## config.mk

```make
export PLATFORM = sky130hd
export DESIGN_NAME = truth_table_sequencer
export DESIGN_NICKNAME = d
export VERILOG_FILES = /design/src/rtl/tt_seq_pkg.sv /design/src/rtl/tt_settle_timer.sv /design/src/rtl/truth_table_sequencer.sv
export SDC_FILE = /design/constraint.sdc
export NUM_CORES = 1
export LEC_CHECK = 0
export BUFFER_PORTS_ARGS = -buffer_cell sky130_fd_sc_hd__buf_2
export CORE_AREA = 8 8 134 74
export DETAILED_ROUTE_END_ITERATION = 16
export DIE_AREA = 0 0 142 82
export RECOVER_POWER = 50
export SLEW_MARGIN = 20
export SYNTH_ARGS = -nofsm -noshare
export SYNTH_HDL_FRONTEND = slang
export SYNTH_HIERARCHICAL = 1
export SYNTH_SLANG_ARGS = --single-unit
```

## constraint.sdc

```tcl
create_clock -name clk -period 2.62 [get_ports clk]
set_clock_uncertainty 0.1 [all_clocks]
set_input_delay 0.524 -clock clk [delete_from_list [all_inputs] [get_ports clk]]
set_output_delay 0.524 -clock clk [all_outputs]
set_load 0.01 [all_outputs]
```

## src/rtl/tt_seq_pkg.sv

```systemverilog
// rtl/tt_seq_pkg.sv - shared state encoding and sizing helpers for the truth-table sequencer
package tt_seq_pkg;

    // Sweep FSM encoding; kept as plain constants so older tools can consume it.
    localparam logic [1:0] ST_IDLE   = 2'd0;
    localparam logic [1:0] ST_DRIVE  = 2'd1;
    localparam logic [1:0] ST_SAMPLE = 2'd2;
    localparam logic [1:0] ST_DONE   = 2'd3;

    // Number of input vectors (truth-table rows) for an n-input block.
    function automatic int vec_count(input int n_in);
        return 2 ** n_in;
    endfunction

endpackage

```

## src/rtl/tt_settle_timer.sv

```systemverilog
// rtl/tt_settle_timer.sv - counts the settle window a driven vector is held before sampling
module tt_settle_timer #(
    parameter int SETTLE = 1
) (
    input  logic clk,
    input  logic reset,
    input  logic clear_i,
    input  logic enable_i,
    output logic expired_o
);

    localparam int CW = (SETTLE > 1) ? $clog2(SETTLE) : 1;
    localparam logic [CW-1:0] LAST = CW'(SETTLE - 1);

    logic [CW-1:0] count_q;
    logic [CW-1:0] count_d;

    // Expiry is flagged during the last held cycle so the FSM leaves on that edge.
    assign expired_o = enable_i && (count_q == LAST);

    // Count 0..SETTLE-1 while enabled; restart on clear or on expiry.
    always_comb begin
        count_d = count_q;
        if (clear_i || expired_o) begin
            count_d = '0;
        end else if (enable_i) begin
            count_d = count_q + CW'(1);
        end
    end

    // Counter register.
    always_ff @(posedge clk or posedge reset) begin
        if (reset) begin
            count_q <= '0;
        end else begin
            count_q <= count_d;
        end
    end

endmodule

```

## src/rtl/truth_table_sequencer.sv

```systemverilog
// rtl/truth_table_sequencer.sv - sweeps all input vectors through a combinational block and checks Y
module truth_table_sequencer
    import tt_seq_pkg::*;
#(
    parameter int                 N_IN     = 4,
    parameter int                 SETTLE   = 1,
    parameter logic [2**N_IN-1:0] EXPECTED = '0
) (
    input  logic                 clk,
    input  logic                 reset,
    input  logic                 start,
    output logic [N_IN-1:0]      dut_in,
    input  logic                 dut_out,
    output logic                 busy,
    output logic                 done,
    output logic [2**N_IN-1:0]   captured,
    output logic [N_IN:0]        err_count,
    output logic [N_IN-1:0]      first_err_idx,
    output logic                 first_err_valid
);

    localparam int VEC_CNT = vec_count(N_IN);
    localparam int ERR_W   = N_IN + 1;
    localparam logic [N_IN-1:0] IDX_LAST = N_IN'(VEC_CNT - 1);

    logic [1:0]         state_q, state_d;
    logic [N_IN-1:0]    idx_q, idx_d;
    logic [N_IN-1:0]    dut_in_q, dut_in_d;
    logic               busy_q, busy_d;
    logic               done_q, done_d;
    logic [VEC_CNT-1:0] captured_q, captured_d;
    logic [ERR_W-1:0]   err_count_q, err_count_d;
    logic [N_IN-1:0]    first_err_idx_q, first_err_idx_d;
    logic               first_err_valid_q, first_err_valid_d;

    logic timer_clear;
    logic timer_en;
    logic settle_expired;
    logic exp_bit;
    logic mismatch;
    logic last_vec;

    // The timer only runs while a vector is being held; any other state parks it at zero.
    assign timer_en    = (state_q == ST_DRIVE);
    assign timer_clear = (state_q != ST_DRIVE);

    tt_settle_timer #(
        .SETTLE(SETTLE)
    ) u_settle_timer (
        .clk      (clk),
        .reset    (reset),
        .clear_i  (timer_clear),
        .enable_i (timer_en),
        .expired_o(settle_expired)
    );

    // Four-state compare: an X or Z from the block under test is never a match.
    assign exp_bit  = EXPECTED[idx_q];
    assign mismatch = (dut_out !== exp_bit);
    assign last_vec = (idx_q == IDX_LAST);

    // Sweep sequencing and result accumulation.
    always_comb begin
        state_d           = state_q;
        idx_d             = idx_q;
        dut_in_d          = dut_in_q;
        busy_d            = busy_q;
        done_d            = 1'b0;
        captured_d        = captured_q;
        err_count_d       = err_count_q;
        first_err_idx_d   = first_err_idx_q;
        first_err_valid_d = first_err_valid_q;

        case (state_q)
            ST_IDLE: begin
                busy_d = 1'b0;
                if (start) begin
                    captured_d        = '0;
                    err_count_d       = '0;
                    first_err_valid_d = 1'b0;
                    idx_d             = '0;
                    dut_in_d          = '0;
                    busy_d            = 1'b1;
                    state_d           = ST_DRIVE;
                end
            end
            ST_DRIVE: begin
                if (settle_expired) begin
                    state_d = ST_SAMPLE;
                end
            end
            ST_SAMPLE: begin
                // Only a clean 1 is recorded as 1; unknown levels are stored as 0.
                captured_d[idx_q] = (dut_out === 1'b1);
                if (mismatch) begin
                    err_count_d = err_count_q + ERR_W'(1);
                    if (!first_err_valid_q) begin
                        first_err_idx_d   = idx_q;
                        first_err_valid_d = 1'b1;
                    end
                end
                if (last_vec) begin
                    done_d  = 1'b1;
                    state_d = ST_DONE;
                end else begin
                    idx_d    = idx_q + N_IN'(1);
                    dut_in_d = idx_q + N_IN'(1);
                    state_d  = ST_DRIVE;
                end
            end
            ST_DONE: begin
                busy_d   = 1'b0;
                dut_in_d = '0;
                state_d  = ST_IDLE;
            end
            default: begin
                state_d = ST_IDLE;
            end
        endcase
    end

    // State and result registers; reset aborts any sweep without a done pulse.
    always_ff @(posedge clk or posedge reset) begin
        if (reset) begin
            state_q           <= ST_IDLE;
            idx_q             <= '0;
            dut_in_q          <= '0;
            busy_q            <= 1'b0;
            done_q            <= 1'b0;
            captured_q        <= '0;
            err_count_q       <= '0;
            first_err_idx_q   <= '0;
            first_err_valid_q <= 1'b0;
        end else begin
            state_q           <= state_d;
            idx_q             <= idx_d;
            dut_in_q          <= dut_in_d;
            busy_q            <= busy_d;
            done_q            <= done_d;
            captured_q        <= captured_d;
            err_count_q       <= err_count_d;
            first_err_idx_q   <= first_err_idx_d;
            first_err_valid_q <= first_err_valid_d;
        end
    end

    assign dut_in          = dut_in_q;
    assign busy            = busy_q;
    assign done            = done_q;
    assign captured        = captured_q;
    assign err_count       = err_count_q;
    assign first_err_idx   = first_err_idx_q;
    assign first_err_valid = first_err_valid_q;

endmodule

```

==> impl_metrics.yaml, run 1 <==
floorplan:
  die_area_um2: 11600
  io_pins: 36
  core_region_area_um2: 8200
  rows: 24
  die-height_um: 82
  die_x_um: 142
  start_util_pct: 23.7
flow_run:
  drv_cap: 0
critical_path:
  critPathArrivalTime_ps: 2130
  r2r-start: "state_q[0]"
  critPathRequiredTime_ps: 2690
  end_kind: "register"
  path_cells: "inv_1 -> ha_1 -> nand2_2 -> or2_1 -> mux2_4"
  setup.worst_path.start: "state_q[0]"
  crit_path_start_kind: "register"
  cp_slowest_cell: "ha_1"
  worst-setup-path-type: "register to register"
  slowest_delay_ps: 470
  crit_fanout: 12
outcome:
  status: "finished clean"
finish:
  syn_to_final_growth_pct: 21.0
  final_cells: 349
  design_area_um2: 2350
  fillers: 887
  utilization_pct: 28.6
  final_nets: 244
  drive_above_1_share_pct: 15.9
  diodes: 0
placement:
  portBuffers: 35
  place_congestion: 0.831
  place_inst: 340
  dpl.hpwl_um: 4050
  dpl_cell_area_um2: 2230
clocking:
  clockBufferDepth: 2
  clkLatencyLatePin_ps: 290
  cts_root_buf: "clkbuf_16"
  cts_max_level: 2
  cts_tree: "done"
  clkSinkCount: 39
  cts_setup_buffers: 0
  path_clk_slew_ps: 60
  cts_buffers: 5
detailed_routing:
  wl_um: 5500
  postRouteAntennaNets: 0
  first_iter_violations: 150
  routed-via-count: 1601
  post-route-drc-count: 0
  wl_per_cell_um: 15.8
  firstDrtPassIters: 5
  viasPerCell: 4.59
logic_synthesis:
  ys_seq_elements: 39
  synth_top_area_share_pct: 50.3
  synthTopCellsByArea: "dfrtp_1 50%, o21ai_0 9.3%, ha_1 5.8%, a21oi_1 4.6%, nand2_1 3.9%"
  synth_common_cells: "39 x dfrtp_1, 36 x o21ai_0, 20 x nand2_1"
  syn_inst: 194
  netlist_area_um2: 1940
  synth_nets: 207
  synth.most_common_cell: "dfrtp_1"
  synth_top_area_cell: "dfrtp_1"
  synth_edf_count: 0
  async_flop_share_pct: 100
  synth_cell_types: 41
  seq_area_frac_synth_pct: 50.3
  synth_warnings: 6
  synth_flop_cell: "dfrtp_1"
  syn_area_per_cell_um2: 10.0
timing:
  tightest_slew_ps: 971
  setup-tns-final_ps: 0
  fin_crit_sh_pct: 78.7
  slew_violations: 0
  period_minus_slack_ps: 2060
  hold_viol: 0
  fmax_mhz: 485
  rsz0062_at_grt: "no"
  slew_headroom_pct: 35.3
  setup_viol: 0
grt:
  grt_usage_pct: 10.3
  grt_pass1_vias: 1641
  grt_pass1_wl_um: 9140
  gr-total-overflow: 0
  antenna_found_initial: 0
  grt_max_degree: 39
power_and_ir_drop:
  power_density_nw_per_um2: 998
  leakage_nw: 1.06
  irDropWorstVdd_v: 0.000275
  finalPower_mw: 2.34
worst_hold_path:
  hp-class: "register to register"
  hold_start: "busy"
==> logic make-up after synthesis <==
| logic type | after synthesis | synth area share, % |
|---|---|---|
| buffers and inverters | 18 | 4.39 |
| AOI/OAI and AO/OA | 71 | 21.4 |
| xor gates and xnor gates | 3 | 1.36 |
| DFF | 39 | 50.3 |
| and+or+nand+nor | 49 | 13.3 |
| adders and majority gates | 9 | 5.81 |
| muxes | 5 | 3.42 |
==> final cells by class <==
class,instances,area (µm²),share of cell area [%]
Multi-Input combinational cell,137,873,37.2
Inverter,10,37.5,1.60
Clock buffer,6,129,5.49
Clock inverter,2,12.5,0.533
Timing Repair Buffer,38,173,7.36
Tap cell,117,146,6.24
Sequential cell,39,976,41.6
==> power by group <==
part	total [mW]	switching (mW)	internal [mW]	leakage, nW
registers	0.829	0.115	0.714	0.533
logic	0.916	0.581	0.335	0.462
clock network	0.599	0.248	0.351	0.0669
total	2.34	0.944	1.40	1.06
==> flip-flops by register name, summed over array words and instances (netlist names) <==
register / count
dut_in: 4
idx_q: 4
captured: 16
first_err_valid: 1
done: 1
busy: 1
first_err_idx: 4
err_count: 5
u_settle_timer/count_q: 1
state_q: 2
==> routing by layer <==
layer  global-route usage [%]  part of all wire [%]
met5                        0                     0
met4                     3.51                   1.2
met3                     4.12                   7.7
met2                     13.3                    37
met1                     14.9                    54
==> worst paths after layout <==
path / cells past startpoint / end / slack (ps)
max in group asynchronous: 4 / captured[12] / 840
setup / recovery: 5 / first_err_idx[3] / 560
setup reg to reg: 5 / first_err_idx[3] / 560
hold reg to reg: 2 / busy / 370
hold / removal: 2 / busy / 370
min in group asynchronous: 3 / u_settle_timer/count_q / 520
==> through the flow <==
step | hold slack (ps) | setup WS [ps]
6_report | 370 | 557
5_1_grt | 395 | 439
4_1_cts | 378 | 563
3_5_place_dp | 272 | 579
3_3_place_gp | 271 | 686
2_1_floorplan | 153 | 985
==> cells in the final DEF, fill, tap and decap left out, types with 2 or more instances in the layout <==
| master | netlist | layout |
|---|---|---|
| inv_1 | 9 | 9 |
| mux2_4 | 2 | 2 |
| clkbuf_16 | 0 | 5 |
| buf_2 | 5 | 15 |
| nand2_1 | 20 | 20 |
| nand2b_1 | 5 | 5 |
| a22o_1 | 4 | 4 |
| o21ai_0 | 36 | 36 |
| dfrtp_1 | 39 | 39 |
| a32o_1 | 3 | 3 |
| mux2_2 | 2 | 2 |
| ha_1 | 9 | 9 |
| xnor2_1 | 3 | 3 |
| a21oi_1 | 18 | 18 |
| nand3_1 | 5 | 5 |
| clkbuf_1 | 1 | 21 |
| nor2_1 | 6 | 6 |
| nor2b_1 | 3 | 3 |
==> repair_timing <==
action,CTS,global route
hold endpoints to repair,1,0
setup endpoints to repair,0,0
hold buffers,1,0
resized for setup,0,0
==> critical path: cells and delay by family (launching register included) <==
kind | cells | cell delay, ps
adder cells (fa/ha/maj) | 1 | 470
flip-flops | 1 | 430
AND/OR/NAND/NOR | 2 | 520
buffers and inverters | 1 | 100
multiplexers | 1 | 320
Power figures use the tool's default switching activity.
==> inputs of run 2 (changes only) <==
==> constraint.sdc (replaced) <==
create_clock -name clk -period 1.8 [get_ports clk]
set_clock_uncertainty 0.1 [all_clocks]
set_input_delay 0.36 -clock clk [delete_from_list [all_inputs] [get_ports clk]]
set_output_delay 0.36 -clock clk [all_outputs]
set_load 0.01 [all_outputs]
==> run 2 against run 1 <==
Combinational power rose by 67%. Worst hold slack got worse by 44 ps. Final area rose by 4.1%. Sequential share of layout area fell by 1.6 points. Critical path type unchanged. Largest cell class unchanged.
==> impl_metrics.yaml, run 2 (synthesis gave the netlist of run 1 again) <==
power_and_ir_drop:
  irDropWorstVdd_v: 0.000460
  pwr-share-seq_pct: 32.8
  power_density_nw_per_um2: 1500
  leakage_nw: 1.09
  p_switching_mw: 1.43
  p_sw_share_pct: 39.1
  power_frac_comb_pct: 41.7
  p_clk_share_pct: 25.4
  intPower_mw: 2.23
critical_path:
  end_kind: "register"
  critPathRequiredTime_ps: 1860
  worst-setup-path-type: "register to register"
  critPathArrivalTime_ps: 1800
  crit_path_start_kind: "register"
  crit_fanout: 6
grt:
  antenna_found_initial: 0
  grtUsageMet2_pct: 12.7
  grt_busiest_layer: "met1"
  grt_max_degree: 39
  gr-total-overflow: 0
  grtUsageMet3_pct: 3.77
  grt_usage_pct: 9.97
  grt_pass1_wl_um: 9020
  grt.met1_usage_pct: 15.1
  grt_pass1_vias: 1650
finish:
  multi_input_area_um2: 907
  largest_reg_flops: 16
  final_cells: 355
  final_cell_mix: "39 x dfrtp_1, 34 x o21ai_0, 24 x clkbuf_1"
  final-seq-area_um2: 976
  fillers: 883
  layout_commonest_cell: "dfrtp_1"
  drive_above_1_share_pct: 18.5
  final_nets: 250
  syn_to_final_growth_pct: 26.0
  diodes: 0
floorplan:
  core_region_area_um2: 8200
  die_x_um: 142
  die_area_um2: 11600
  start_util_pct: 23.7
  io_pins: 36
  die-height_um: 82
  rows: 24
detailed_routing:
  routed-via-count: 1591
  wl_per_cell_um: 15.1
  postRouteAntennaNets: 0
  post-route-drc-count: 0
  first_iter_violations: 139
  wl_um: 5350
  viasPerCell: 4.48
  firstDrtPassIters: 4
timing:
  fin_crit_sh_pct: 96.6
  slew_headroom_pct: 42.5
  tightest_slew_ps: 862
  fmax_mhz: 575
  hold_viol: 0
  period_minus_slack_ps: 1740
  holdWs_ps: 325
  setup_viol: 0
  slew_violations: 0
  rsz0062_at_grt: "yes"
clocking:
  cts_buffers: 5
  clockBufferDepth: 2
  path_clk_slew_ps: 60
  clkLatencyLatePin_ps: 280
  cts_root_buf: "clkbuf_16"
  clkSinkCount: 39
  cts_tree: "done"
  cts_max_level: 2
placement:
  dpl.hpwl_um: 4080
  place_congestion: 0.860
  portBuffers: 35
  place_inst: 346
worst_hold_path:
  hp-class: "input port to register"
flow_run:
  drv_cap: 0
outcome:
  status: "finished clean"
## run 2: path summary, 6_finish.rpt
path / startpoint / endpoint / slack [ps] / depth (start not counted)
setup / recovery: state_q[0] / first_err_idx[3] / 60 / 5
hold / removal: start / busy / 330 / 3
setup reg to reg: state_q[0] / first_err_idx[3] / 60 / 5
hold reg to reg: busy / busy / 380 / 2
max in group asynchronous: reset / busy / 260 / 4
min in group asynchronous: reset / u_settle_timer/count_q / 370 / 3
## run 2: metrics by stage
stage | area (µm²) | utilization [%] | setup slack, ps | power (mW) | TNS, ps
final | 2440 | 29.8 | 61.5 | 3.66 | 0
after global routing | 2440 | 29.8 | -26.8 | 3.95 | -52.3
after CTS | 2440 | 29.8 | 6.33 | 3.60 | 0
after detailed placement | 2270 | 27.7 | 28.3 | 2.64 | 0
after global placement | 2270 | 27.7 | 59.0 | 2.62 | 0
after floorplan | 1940 | - | 165 | 2.15 | 0
## run 2: critical path: stages (launching register included)
cell and delay, ps:
dfrtp_1 380, inv_1 90, ha_2 290, nand2_2 130
or2_1 320, mux2_4 330
## run 2: power groups by stage
| stage | sequential, mW | combinational, mW | clock [mW] |
|---|---|---|---|
| after floorplan | 1.22 | 0.935 | 0 |
| after global placement | 1.21 | 1.42 | 0 |
| after detailed placement | 1.21 | 1.44 | 0 |
| after CTS | 1.19 | 1.45 | 0.957 |
| after global routing | 1.23 | 1.71 | 1.00 |
| final | 1.20 | 1.53 | 0.930 |
## run 2: routing by layer
layer  vias up  part of all wire [%]
met3         3                   6.3
met4         0                  0.50
met5         -                     0
li1        765                     -
met1       770                    56
met2        53                    37
## run 2: cell type report
| type | count | share of cell area (%) |
|---|---|---|
| clock buffer | 7 | 6.25 |
| clock inverter | 1 | 0.307 |
| inverter | 10 | 1.54 |
| multi-input combinational | 137 | 37.1 |
| sequential | 39 | 39.9 |
| tap | 117 | 5.99 |
| timing repair buffer | 44 | 8.86 |
## run 2: what timing repair did
item,in CTS,in global routing
setup buffers,0,0
endpoints found under the hold margin,1,0
setup endpoints to repair,0,29
hold buffers,1,0
resized for setup,0,9
==> inputs of run 3 (changes only) <==
--- a/config.mk
+++ b/config.mk
@@ -6,9 +6,9 @@
 export NUM_CORES = 1
 export LEC_CHECK = 0
 export BUFFER_PORTS_ARGS = -buffer_cell sky130_fd_sc_hd__buf_2
-export CORE_AREA = 8 8 134 74
+export CORE_AREA = 8 8 98 100
 export DETAILED_ROUTE_END_ITERATION = 16
-export DIE_AREA = 0 0 142 82
+export DIE_AREA = 0 0 106 108
 export RECOVER_POWER = 50
 export SLEW_MARGIN = 20
 export SYNTH_ARGS = -nofsm -noshare
==> run 3 against run 2 <==
Worst hold slack worse by 8.4 ps. Maximum frequency is 0.37% higher. Worst setup slack better by 6.5 ps. Combinational power is essentially flat.
==> impl_metrics.yaml, run 3 (synthesis gave the netlist of run 1 again) <==
timing:
  tightest_slew_ps: 838
  slew_violations: 0
  rsz0062_at_grt: "yes"
  setup_viol: 0
  period_minus_slack_ps: 1730
  fin_crit_sh_pct: 96.2
  hold_viol: 0
  slew_headroom_pct: 44.1
  fin_ws_ps: 68.0
  fmax_mhz: 577
  setup-tns-final_ps: 0
floorplan:
  start_util_pct: 24.1
  rows: 33
  die_x_um: 106
  die_area_um2: 11400
  io_pins: 36
  die-height_um: 108
  core_region_area_um2: 8050
grt:
  antenna_found_initial: 0
  grt_pass1_vias: 1585
  grt_pass1_wl_um: 8250
  gr-total-overflow: 0
  grt_usage_pct: 8.98
  grt_max_degree: 39
detailed_routing:
  wl_per_cell_um: 14.1
  routed-via-count: 1565
  first_iter_violations: 56
  postRouteAntennaNets: 0
  viasPerCell: 4.51
  post-route-drc-count: 0
  wl_um: 4900
  firstDrtPassIters: 4
critical_path:
  worst-setup-path-type: "register to register"
  worstRegToRegCells: 6
  reg2reg_to: "err_count[0]"
  r2r-start: "state_q[1]"
  path_cells: "inv_1 -> ha_2 -> nor2b_4 -> nor2_4 -> buf_4 -> mux2_2"
  r2r_slack_ps: 70
  end_kind: "register"
  crit_path_end: "err_count[0]"
  critPathArrivalTime_ps: 1810
  critPathRequiredTime_ps: 1880
  slowest_delay_ps: 430
  setup.worst_path.start: "state_q[1]"
  cp_slowest_cell: "dfrtp_1"
  crit_path_start_kind: "register"
  crit_fanout: 6
clocking:
  clkSinkCount: 39
  cts_tree: "done"
  cts_max_level: 2
  path_clk_slew_ps: 70
  cts_buffers: 5
  clockBufferDepth: 2
  clkLatencyLatePin_ps: 290
  cts_root_buf: "clkbuf_8"
worst_hold_path:
  hp-class: "input port to register"
finish:
  diodes: 0
  syn_to_final_growth_pct: 23.9
  final_nets: 255
  largest_reg_flops: 16
  final_cell_mix: "39 x dfrtp_1, 36 x o21ai_0, 22 x clkbuf_1"
  drive_above_1_share_pct: 20.2
  layout_commonest_cell: "dfrtp_1"
power_and_ir_drop:
  leakage_nw: 1.10
  power_density_nw_per_um2: 1410
  irDropWorstVdd_v: 0.000446
placement:
  dpl.hpwl_um: 3670
  dp_slack_ps: -9.68
  portBuffers: 35
  place_congestion: 0.771
outcome:
  status: "finished clean"
flow_run:
  drv_cap: 0
run 3: changes by cell type in the layout (fill, tap and decap cells not counted), moves of 2 or more:
| cell | previous run | this run |
|---|---|---|
| clkbuf_8 | 2 | 5 |
| buf_4 | 6 | 11 |
| clkbuf_1 | 24 | 22 |
| o21ai_1 | 2 | 0 |
| buf_2 | 12 | 15 |
| o21ai_0 | 34 | 36 |
| clkbuf_16 | 5 | 0 |
run 3: power breakdown:
group / total [mW] / switching (mW) / internal (mW)
clock network: 0.698 / 0.292 / 0.406
registers: 1.17 / 0.131 / 1.04
logic: 1.53 / 0.881 / 0.652
run 3: final cells by class:
cell class	count	area, µm²
fillers	886	5650
flip-flops and latches	39	976
multi-input cells	137	890
repair buffers	49	267
well taps	105	131
clock buffers	6	72.6
inverters	10	37.5
clock inverters	1	30.0
run 3: stage by stage:
stage	util (%)	area [µm²]	power, mW	hold WS [ps]	instances
after floorplan	-	1940	2.15	-11.3	194
after global placement	28.4	2290	2.61	108	336
after detailed placement	28.4	2290	2.65	109	336
after CTS	29.9	2410	3.40	305	344
after global routing	29.9	2400	3.66	337	347
final	29.9	2400	3.40	317	347
run 3: timing repair:
action                                  in CTS  in global routing
gates resized for setup                      2                  2
setup buffers                                0                  3
endpoints found under the setup margin       6                 26
hold buffers                                 1                  0
hold endpoints to repair                     1                  0
pin swaps                                    1                  1
run 3: routing by layer:
layer | wire length [µm] | vias to the layer above | GRT usage [%]
li1 | - | 777 | -
met1 | 2340 | 746 | 11.8
met2 | 2240 | 37 | 14.0
met3 | 298 | 5 | 3.03
met4 | 30 | 0 | 2.11
met5 | 0 | - | 0
run 3: worst max-delay path: cells and delay by family (launching register included):
kind | cells | cell delay [ps]
flops | 1 | 430
simple gates | 2 | 330
fa+ha+maj | 1 | 250
buf+inv | 2 | 260
mux | 1 | 250
run 3: worst min-delay path by stage:
stage,start,endpoint,slack (ps),cells past startpoint
floorplan,reset,u_settle_timer/count_q,-10,1
global placement,reset,u_settle_timer/count_q,110,2
detailed placement,reset,u_settle_timer/count_q,110,2
CTS,start,busy,300,3
global route,start,busy,340,3
finish,start,busy,320,3
